### src/rtl/mdu_iter.sv
// mdu_iter: iterative 32x32 multiply / 32/32 divide unit with MIPS HI/LO results.
//
// Ports
//   clk     rising-edge clock
//   rst     synchronous active-high reset
//   start   request a new operation (only looked at while idle)
//   op      00 MULT, 01 MULTU, 10 DIV, 11 DIVU
//   a, b    multiplicand/dividend, multiplier/divisor
//   cancel  abort the operation in flight
//   busy    high whenever the unit is not idle
//   done    one-cycle pulse when hi/lo have just been updated
//   hi, lo  product[63:32]/[31:0], or remainder/quotient
//
// state  | meaning
// IDLE   | waiting for start; hi/lo hold the last result
// CALC   | 32 radix-2 iterations on operand magnitudes
// FIX    | sign correction, hi/lo written on exit
// DONE   | done pulse, returns to IDLE
module mdu_iter (
  input  logic        clk,
  input  logic        rst,
  input  logic        start,
  input  logic [1:0]  op,
  input  logic [31:0] a,
  input  logic [31:0] b,
  input  logic        cancel,
  output logic        busy,
  output logic        done,
  output logic [31:0] hi,
  output logic [31:0] lo
);

  typedef enum logic [1:0] {
    S_IDLE = 2'd0,
    S_CALC = 2'd1,
    S_FIX  = 2'd2,
    S_DONE = 2'd3
  } state_t;

  state_t      state, state_nxt;
  logic [4:0]  count;
  logic        op_div;
  logic        neg_res;
  logic        neg_rem;
  logic        b_zero;
  logic [31:0] a_raw;
  logic [31:0] mag_b;
  logic [63:0] acc;     // multiply: {partial product, multiplier}; divide: acc[31:0] is dividend/quotient
  logic [31:0] rem;
  logic        accept;
  logic        signed_op;
  logic [31:0] mag_a_in;
  logic [31:0] mag_b_in;

  logic [32:0] mul_sum;
  logic [63:0] mul_nxt;
  logic [32:0] div_shift;
  logic [32:0] div_diff;
  logic [31:0] rem_nxt;
  logic [31:0] quo_nxt;
  logic [63:0] prod_fix;
  logic [31:0] hi_res;
  logic [31:0] lo_res;

  assign accept    = (state == S_IDLE) && start && !cancel;
  assign signed_op = ~op[0];
  // Magnitude of 8000_0000 is 8000_0000, still exact as an unsigned 32-bit value.
  assign mag_a_in  = (signed_op && a[31]) ? (~a + 32'd1) : a;
  assign mag_b_in  = (signed_op && b[31]) ? (~b + 32'd1) : b;

  // State register
  always_ff @(posedge clk) begin
    if (rst) state <= S_IDLE;
    else     state <= state_nxt;
  end

  // Next-state logic
  always_comb begin
    state_nxt = state;
    case (state)
      S_IDLE: if (start && !cancel) state_nxt = S_CALC;
      S_CALC: begin
        if (cancel)              state_nxt = S_IDLE;
        else if (count == 5'd31) state_nxt = S_FIX;
      end
      S_FIX:  state_nxt = cancel ? S_IDLE : S_DONE;
      S_DONE: state_nxt = S_IDLE;
      default: state_nxt = S_IDLE;
    endcase
  end

  // Outputs
  always_comb begin
    busy = (state != S_IDLE);
    done = (state == S_DONE);
  end

  // Shift-add: add multiplicand into the upper half when the multiplier LSB is set, then shift right.
  always_comb begin
    mul_sum = {1'b0, acc[63:32]} + (acc[0] ? {1'b0, mag_b} : 33'd0);
    mul_nxt = {mul_sum, acc[31:1]};
  end

  // Restoring division: a divisor of zero always "fits", giving an all-ones quotient.
  always_comb begin
    div_shift = {rem, acc[31]};
    div_diff  = div_shift - {1'b0, mag_b};
    if (!div_diff[32]) begin
      rem_nxt = div_diff[31:0];
      quo_nxt = {acc[30:0], 1'b1};
    end else begin
      rem_nxt = div_shift[31:0];
      quo_nxt = {acc[30:0], 1'b0};
    end
  end

  always_comb begin
    prod_fix = neg_res ? (~acc + 64'd1) : acc;
    if (!op_div) begin
      hi_res = prod_fix[63:32];
      lo_res = prod_fix[31:0];
    end else if (b_zero) begin
      hi_res = a_raw;
      lo_res = 32'hFFFF_FFFF;
    end else begin
      hi_res = neg_rem ? (~rem + 32'd1) : rem;
      lo_res = neg_res ? (~acc[31:0] + 32'd1) : acc[31:0];
    end
  end

  // Datapath
  always_ff @(posedge clk) begin
    if (rst) begin
      count   <= 5'd0;
      op_div  <= 1'b0;
      neg_res <= 1'b0;
      neg_rem <= 1'b0;
      b_zero  <= 1'b0;
      a_raw   <= 32'd0;
      mag_b   <= 32'd0;
      acc     <= 64'd0;
      rem     <= 32'd0;
      hi      <= 32'd0;
      lo      <= 32'd0;
    end else begin
      if (accept) begin
        count   <= 5'd0;
        op_div  <= op[1];
        neg_res <= signed_op && (a[31] ^ b[31]);
        neg_rem <= (op == 2'b10) && a[31];
        b_zero  <= (b == 32'd0);
        a_raw   <= a;
        mag_b   <= mag_b_in;
        acc     <= {32'd0, mag_a_in};
        rem     <= 32'd0;
      end else if (state == S_CALC) begin
        count <= count + 5'd1;
        if (op_div) begin
          rem       <= rem_nxt;
          acc[31:0] <= quo_nxt;
        end else begin
          acc <= mul_nxt;
        end
      end
      if (state == S_FIX && !cancel) begin
        hi <= hi_res;
        lo <= lo_res;
      end
    end
  end

endmodule

### config.mk
export PLATFORM = sky130hd
export DESIGN_NAME = mdu_iter
export DESIGN_NICKNAME = d
export VERILOG_FILES = /design/src/rtl/mdu_iter.sv
export SDC_FILE = /design/constraint.sdc
export NUM_CORES = 1
export LEC_CHECK = 0
export ABC_AREA = 1
export BUFFER_PORTS_ARGS = -buffer_cell sky130_fd_sc_hd__buf_2
export CAP_MARGIN = 20
export CORE_ASPECT_RATIO = 0.75
export CORE_UTILIZATION = 35
export CTS_BUF_LIST = sky130_fd_sc_hd__clkbuf_16
export DETAILED_ROUTE_END_ITERATION = 10
export HOLD_SLACK_MARGIN = 0.08
export SLEW_MARGIN = 20
export SYNTH_ARGS = -nofsm -noshare
export SYNTH_HDL_FRONTEND = slang
export SYNTH_SLANG_ARGS = --single-unit
### constraint.sdc
create_clock -name clk -period 2.7 [get_ports clk]
set_input_delay 0.135 -clock clk [delete_from_list [all_inputs] [get_ports clk]]
set_output_delay 0.135 -clock clk [all_outputs]
set_load 0.05 [all_outputs]
* Word-level counts from Yosys, hierarchy flattened
Cells that the tools add are included.
** Cells by class
- $add $sub $neg :: 8
- Multipliers :: 0
- Div/mod/pow operators :: 0
- $lt $le $gt $ge :: 0
- Equal/unequal tests :: 7
- Shifts and indexed selects :: 0
- Muxes and demuxes :: 20
- Bitwise logic cells :: 8
- Reductions and logical operators :: 17
** Operator list (count)
- two-way mux 32 bit :: 13
- adder 32 x 1 -> 32 bit (second input constant) :: 4
- NOT 32 bit :: 4
- adder 64 x 1 -> 64 bit (second input constant) :: 1
- two-way mux 64 bit :: 1
- NOT 64 bit :: 1
- adder 32 x 32 -> 33 bit :: 1
- subtractor 33 x 32 -> 33 bit :: 1
- zero test 32 bit :: 1
- logical AND 1 bit :: 8
- two-way mux 2 bit :: 4
- one-hot mux 2 bit (4 select lines) :: 1
- == test 2 bit (second input constant) :: 3
- AND reduction 2 bit :: 3
- adder 5 x 1 -> 5 bit (second input constant) :: 1
- == test 5 bit (second input constant) :: 1
- nonzero test 2 bit :: 2
- != test 3 bit (second input constant) :: 1
- == test 2 x 1 -> 1 bit (second input constant) :: 1
- zero test 2 bit :: 1
- != test 2 x 1 -> 1 bit (second input constant) :: 1
- NOT 1 bit :: 2
- OR reduction 2 bit :: 1
- zero test 1 bit :: 1
- other kinds (2) :: 2
** Storage, ports and cells
- Bits in registers :: 235
- Latch bits :: 0
- RAM bits :: 0
- ROM bits :: 0
- Output and inout port bits :: 66
- Word-level logic and storage cells :: 73
- Memories :: 0

* Logic depth before layout (Yosys ltp)
Gate-level depths: netlist (run 1).
- Word-level depth :: 5
- Depth in mapped cells :: 19
- Mapped depth without buffers :: 18

* Worst setup path after synthesis (run 1)
OpenSTA, ideal clock, no wires.
- Path type :: reg-to-reg
- Start :: register acc[0]
- End :: register acc[53]
- Data arrival time :: 2.325 ns
- Setup slack :: 0.260 ns
- Stages on the path, launching flop included :: 17
- Path buffers :: 2
- Cells stage by stage :: dfxtp_1 buf_2 clkbuf_1 nand2_1 inv_1 ha_1 fa_1 nand3_1 nand2_1 a21boi_0 o21ai_0 nand2_1 nand2_1 nand2_1 nand2_1 o21ai_0 inv_1
** On the way
- Word-level cells in the longest chain between the ends :: 2
** Ends and longest elaborated chain
- from (decl) :: RTL line 48 : logic [63:0] acc;
- from (signal assigned) :: RTL line 154 : acc <= {32'd0, mag_a_in};
- from (signal assigned) :: RTL line 160 : acc[31:0] <= quo_nxt;
- from (signal assigned) :: RTL line 162 : acc <= mul_nxt;
- two-way mux 32 bit :: RTL line 100 : mul_sum = {1'b0, acc[63:32]} + (acc[0] ? {1'b0, mag_b} : 33'd0);
- adder 32 x 32 -> 33 bit :: RTL line 100
No other way between the ends.
A chain may end at the register's enable or synchronous reset.

* Worst setup path in the final report (run 1)
- Start :: input port a[31]
- End :: register acc[11]
** On the way
- Word-level cells in the longest chain between the ends :: 3
** Ends and longest elaborated chain
- from (decl) :: RTL line 24 : input logic [31:0] a,
- logical AND 1 bit :: RTL line 68 : assign mag_a_in = (signed_op && a[31]) ? (~a + 32'd1) : a;
- two-way mux 32 bit :: RTL line 68
- two-way mux 32 bit :: RTL line 146 : if (accept) begin
No other way between the ends.

==> impl_metrics.json, run 1 <==
{
  "status": "finished clean",
  "crit_path_frequent_cell": "dlygate4sd3_1",
  "cp_cell_sequence": "dlygate4sd3_1 > buf_2 > nand2_1 > buf_4 > inv_1 > buf_4 > nand2_1 > nand3_1 > dlygate4sd3_1 > a31oi_1 > dlygate4sd3_1",
  "dp_hpwl_microns": 65900,
  "first_pass_iters": 5,
  "insertion_delay_ns": 0.58,
  "grt_overflow": 0,
  "cts-htree-levels": 1,
  "multi_input_area_sq_mm": 0.0121,
  "io-pin-count": 136,
  "start_util_pct": 35.5,
  "area_growth_pct": 18.8,
  "synthDistinctLibCells": 54,
  "required_ns": 3.17,
  "synth_nets": 3475,
  "netlist_area_sq_mm": 0.0194,
  "cp.arrival_ns": 3.10,
  "grt_max_degree": 84,
  "rsz0062_at_grt": "yes",
  "cts_tree": "yes",
  "vias": 23100,
  "p_per_area_mw_per_mm2": 479,
  "finalMaxSlewViolations": 0,
  "finalCritPeriodShare_pct": 97.3,
  "worstSetupStartpoint": "a[31]",
  "yosysWarningCount": 0,
  "crit_buf_inv": 7,
  "root_buffer": "clkbuf_16",
  "cp_slowest_stage_delay_ns": 0.56,
  "slowest_stage": "dlygate4sd3_1",
  "hold_viol": 0,
  "viasPerCell": 5.37,
  "synthArstFlopShare_pct": 0,
  "fin_nets": 3693,
  "grt_use_total_pct": 28.8,
  "holdWs_ns": 0.135,
  "rr_worst_depth": 11,
  "coreArea_sq_mm": 0.0545,
  "wl_microns": 82700,
  "avgSynthCellArea_sq_um": 5.81,
  "leakage_nw": 11.7,
  "stdcell_count": 4292,
  "synth_edf_count": 0,
  "dieArea_sq_mm": 0.0563,
  "grt_pass1_wl_microns": 124000,
  "crit_path_end": "acc[11]",
  "seq_area_sq_mm": 0.00471,
  "maxCapViolations": 0,
  "place.gp.congestion": 1.03,
  "cp_top_family": "buffers and inverters",
  "drc_errors": 0,
  "fillers": 5857,
  "clockBufferDepth": 3,
  "rows": 74,
  "cp.depth": 11,
  "crit_type": "primary input to flop",
  "final_area_sq_mm": 0.0230,
  "cts_sinks": 235,
  "die_w_microns": 274,
  "power_mw": 11.0,
  "r2r_slack_ns": 0.11,
  "netlist_instances": 3333,
  "ir_drop_v": 0.000432,
  "crit_path_start_kind": "primary input",
  "die-height_microns": 206,
  "tightest_slew_ns": 0.739,
  "first_global_vias": 20300,
  "synth_seq_cells": 235,
  "antennaDiodeCount": 0,
  "numCtsBuffers": 27,
  "r2r-end": "hi[18]",
  "antenna_found_initial": 1,
  "dpl_cell_area_sq_mm": 0.0213,
  "maxClockFrequency_mhz": 381,
  "setup_violations": 0,
  "relSlewSlack_pct": 50.2,
  "reg2reg_from": "rem[1]",
  "ant_nets": 0,
  "drive_gt1_share_pct": 9.72,
  "cp-end-kind": "flop",
  "ys.flop_type": "dfxtp_1",
  "wl_per_cell_microns": 19.3,
  "synth-seq-area-share_pct": 24.3,
  "hold_path_class": "primary input to flop",
  "critPathMaxFanout": 14,
  "fin_skew_ns": 0.0222,
  "drt_iter0_drc": 2867,
  "fin_crit_ns": 2.63,
  "clkSlewWorstSetupHoldPaths_ns": 0.07,
  "port_buffers": 135,
  "dp_cells": 4165
}
[layout make-up]
type                       count  area share, %
multi-input combinational   2426           52.7
sequential                   235           20.5
timing repair buffer         310           9.99
inverter                     551           9.01
tap                          722           3.93
clock buffer                  27           2.94
clock inverter                21          0.920
[metrics by stage]
stage	worst slack [ns]	setup TNS (ns)	utilization, %
2_1_floorplan	0.260	0	-
3_3_place_gp	0.201	0	39.0
3_5_place_dp	0.226	0	39.0
4_1_cts	0.0688	0	42.0
5_1_grt	-0.00178	-0.00178	42.2
6_report	0.0721	0	42.2
[cell families (layout without fill, tap and decap cells)]
logic type | count (synthesis) | in the layout | synth area share, %
AND/OR/NAND/NOR | 1673 | 1673 | 36.7
flip-flops | 235 | 235 | 24.3
AO/OA/AOI/OAI | 617 | 617 | 18.1
XOR/XNOR | 64 | 64 | 2.90
buffers and inverters | 672 | 909 | 13.3
adder cells (fa/ha/maj) | 72 | 72 | 4.73
[state kept, by name (all words and copies together) (netlist names)]
register  flops
a_raw        32
neg_rem       1
b_zero        1
state         2
neg_res       1
op_div        1
hi           32
lo           32
acc          64
mag_b        32
count         5
rem          32
[how the worst min path moves through the flow]
stage	from	to	slack [ns]	cells past startpoint
2_1_floorplan	op[0]	neg_res	0.25	1
3_3_place_gp	op[1]	op_div	0.38	3
3_5_place_dp	op[1]	op_div	0.41	3
4_1_cts	a[2]	acc[6]	0.12	5
5_1_grt	a[1]	a_raw[1]	0.15	4
6_report	a[1]	a_raw[1]	0.14	4
[cells in the final DEF, fill, tap and decap left out, drive strengths merged, types with 4 or more instances in the layout]
| cell | instances |
|---|---|
| o21ai | 218 |
| nand3 | 324 |
| a21oi | 234 |
| nor4 | 5 |
| clkbuf | 27 |
| nor3 | 50 |
| dfxtp | 235 |
| a31oi | 35 |
| nand2 | 873 |
| xor2 | 54 |
| o21a | 17 |
| o22ai | 20 |
| o21bai | 14 |
| nand4 | 44 |
| o32ai | 4 |
| dlygate4sd3 | 76 |
| o221ai | 27 |
| clkinv | 12 |
| o211ai | 30 |
| inv | 556 |
| and2 | 5 |
| xnor2 | 10 |
| buf | 234 |
| a221oi | 4 |
| or2 | 12 |
| nor2 | 345 |
| ha | 70 |
| nand3b | 12 |
[cells in the mapped netlist (27+ instances only)]
cell type / count / area (sq um)
o211ai_1: 30 / 225
o221ai_1: 27 / 236
a31oi_1: 35 / 219
inv_1: 540 / 2030
ha_1: 70 / 876
o21ai_0: 208 / 1040
nand3_1: 319 / 1600
nor3_1: 48 / 240
dfxtp_1: 235 / 4700
nand2_1: 860 / 3230
nor2_1: 330 / 1240
xor2_1: 54 / 473
nand4_1: 44 / 275
clkbuf_1: 87 / 327
a21oi_1: 233 / 1170
[routing by layer]
layer  GRT usage, %  up-vias  wire length [microns]
li1               -    11200                      -
met1           43.4    10600                  39000
met2           40.3     1133                  32500
met3           7.63       72                   9820
met4           5.03        0                   1480
met5              0        -                      0
[tightest hold or removal path, stage by stage]
cell,delay [ns]
buf_2,0.13
inv_1,0.14
buf_4,0.16
o22ai_1,0.08
[where the power goes]
| part | internal, mW | total, mW | switching [mW] |
|---|---|---|---|
| registers | 3.64 | 3.86 | 0.223 |
| logic | 1.03 | 3.28 | 2.25 |
| clock network | 2.14 | 3.88 | 1.74 |
| total | 6.80 | 11.0 | 4.22 |
[repair_timing]
item / 4_1_cts / 5_1_grt
setup buffers: 0 / 3
hold endpoints to repair: 93 / 0
endpoints found under the setup margin: 0 / 11
hold buffers: 76 / 0
gates resized for setup: 0 / 9
No activity file was read; power rests on OpenSTA's default activity.
==> inputs of run 2 (changes only) <==
CTS_BUF_LIST = sky130_fd_sc_hd__clkbuf_4   (was sky130_fd_sc_hd__clkbuf_16)
==> impl_metrics.json, run 2 (same netlist as run 1, synthesis figures left out) <==
{
  "fillers": 5850,
  "first_global_vias": 21000,
  "fin_skew_ns": 0.0643,
  "root_buffer": "clkbuf_4",
  "grt_overflow": 0,
  "wl_per_cell_microns": 19.1,
  "clkSlewWorstSetupHoldPaths_ns": 0.07,
  "swShare_pct": 40.0,
  "die-height_microns": 206,
  "critPathMaxFanout": 3,
  "fin_nets": 3775,
  "p_clk_share_pct": 31.2,
  "tightest_slew_ns": 0.742,
  "finalMaxSlewViolations": 0,
  "cp-end-kind": "flop",
  "regMostFlops": "acc",
  "area_growth_pct": 21.1,
  "crit_type": "primary input to flop",
  "layout_commonest_cell": "nand2_1",
  "largest_reg_flops": 64,
  "seq_power_share_pct": 36.8,
  "cts_tree": "yes",
  "stdcell_count": 4398,
  "drt_iter0_drc": 2853,
  "wl_microns": 84100,
  "p_per_area_mw_per_mm2": 447,
  "crit_path_end": "acc[23]",
  "hold_path_class": "primary input to flop",
  "rows": 74,
  "ant_nets": 0,
  "rsz0062_at_grt": "no",
  "first_pass_iters": 8,
  "grt_max_degree": 84,
  "insertion_delay_ns": 0.81,
  "dp_hpwl_microns": 65900,
  "maxCapViolations": 0,
  "drc_errors": 0,
  "power_mw": 10.5,
  "status": "finished clean",
  "setup_violations": 0,
  "ir_drop_v": 0.000283,
  "hold_viol": 0,
  "port_buffers": 135,
  "fin_crit_ns": 2.66,
  "required_ns": 3.45,
  "maxClockFrequency_mhz": 376,
  "final_cell_mix": "858 x nand2_1, 536 x inv_1, 325 x nor2_1, 316 x nand3_1, 234 x dfxtp_1",
  "clockBufferDepth": 3,
  "worstSetupStartpoint": "a[2]",
  "start_util_pct": 35.5,
  "leakage_nw": 11.9,
  "io-pin-count": 136,
  "cell_internal_pwr_mw": 6.28,
  "numCtsBuffers": 60,
  "r2r_slack_ns": 0.18,
  "place.gp.congestion": 1.03,
  "comb_power_share_pct": 31.9,
  "cts_sinks": 235,
  "cp.arrival_ns": 3.41,
  "dieArea_sq_mm": 0.0563,
  "grt_use_total_pct": 29.1,
  "coreArea_sq_mm": 0.0545,
  "r2r-end": "hi[12]",
  "reg2reg_from": "rem[1]",
  "rr_worst_depth": 11,
  "grt_pass1_wl_microns": 125000,
  "drive_gt1_share_pct": 11.0,
  "netSwitchingPower_mw": 4.19,
  "antenna_found_initial": 3,
  "vias": 23500,
  "tns_ns": 0,
  "die_w_microns": 274,
  "cts-htree-levels": 2,
  "finalCritPeriodShare_pct": 98.6,
  "dp_cells": 4165,
  "relSlewSlack_pct": 50.0,
  "viasPerCell": 5.34,
  "crit_path_start_kind": "primary input"
}
## run 2: per-stage QoR
step	hold WS, ns	utilization, %	setup slack, ns	area, sq um
floorplan	0.253	-	0.260	19400
global placement	0.381	39.0	0.201	21300
detailed placement	0.410	39.0	0.226	21300
CTS	0.116	42.7	0.0147	23300
global route	0.161	43.0	0.000201	23400
finish	0.138	43.0	0.0382	23400
## run 2: area by class of cell
| class | instances | area [sq um] | share of cell area [%] |
|---|---|---|---|
| clock buffer | 81 | 608 | 2.59 |
| multi-input combinational | 2426 | 12200 | 52.1 |
| inverter | 551 | 2070 | 8.82 |
| antenna | 1 | 2.50 | 0.0107 |
| clock inverter | 23 | 148 | 0.630 |
| tap | 722 | 903 | 3.85 |
| sequential | 235 | 4710 | 20.1 |
| timing repair buffer | 359 | 2810 | 12.0 |
## run 2: power by group through the flow
stage          Clock (mW)  Combinational [mW]  Sequential, mW
3_5_place_dp            0                3.06            3.92
3_3_place_gp            0                3.07            3.92
6_report             3.27                3.35            3.86
5_1_grt              3.47                3.65            3.87
4_1_cts              3.29                3.21            3.84
2_1_floorplan           0                1.99            3.87
## run 2: worst max-delay path, stage by stage
cell	delay [ns]
dlygate4sd3_1	0.53
buf_2	0.17
inv_1	0.14
nand3_1	0.16
nor3_4	0.20
nand2_1	0.10
nor2_1	0.16
nand3_1	0.19
buf_4	0.20
nand2_1	0.10
nand3_1	0.08
dlygate4sd3_1	0.56
a31oi_1	0.13
dlygate4sd3_1	0.56
## run 2: timing repair
action / 4_1_cts / 5_1_grt
setup endpoints to repair: 0 / 39
hold buffers: 125 / 0
buffers inserted: 0 / 3
gates resized for setup: 0 / 28
endpoints found under the hold margin: 166 / 0
## run 2: how the worst min path moves through the flow
stage	slack (ns)	cells after the start	end	startpoint
after global routing	0.16	4	op_div	op[1]
after detailed placement	0.41	3	op_div	op[1]
final	0.14	4	op_div	op[1]
after global placement	0.38	3	op_div	op[1]
after CTS	0.12	4	op_div	op[1]
after floorplan	0.25	1	neg_res	op[0]
## run 2: routing by layer
layer,global-route usage [%],routed length (microns),vias up
li1,-,-,11400
met5,0,20,-
met4,5.67,1480,4
met1,42.7,38700,10800
met3,9.45,10700,113
met2,40.7,33100,1170
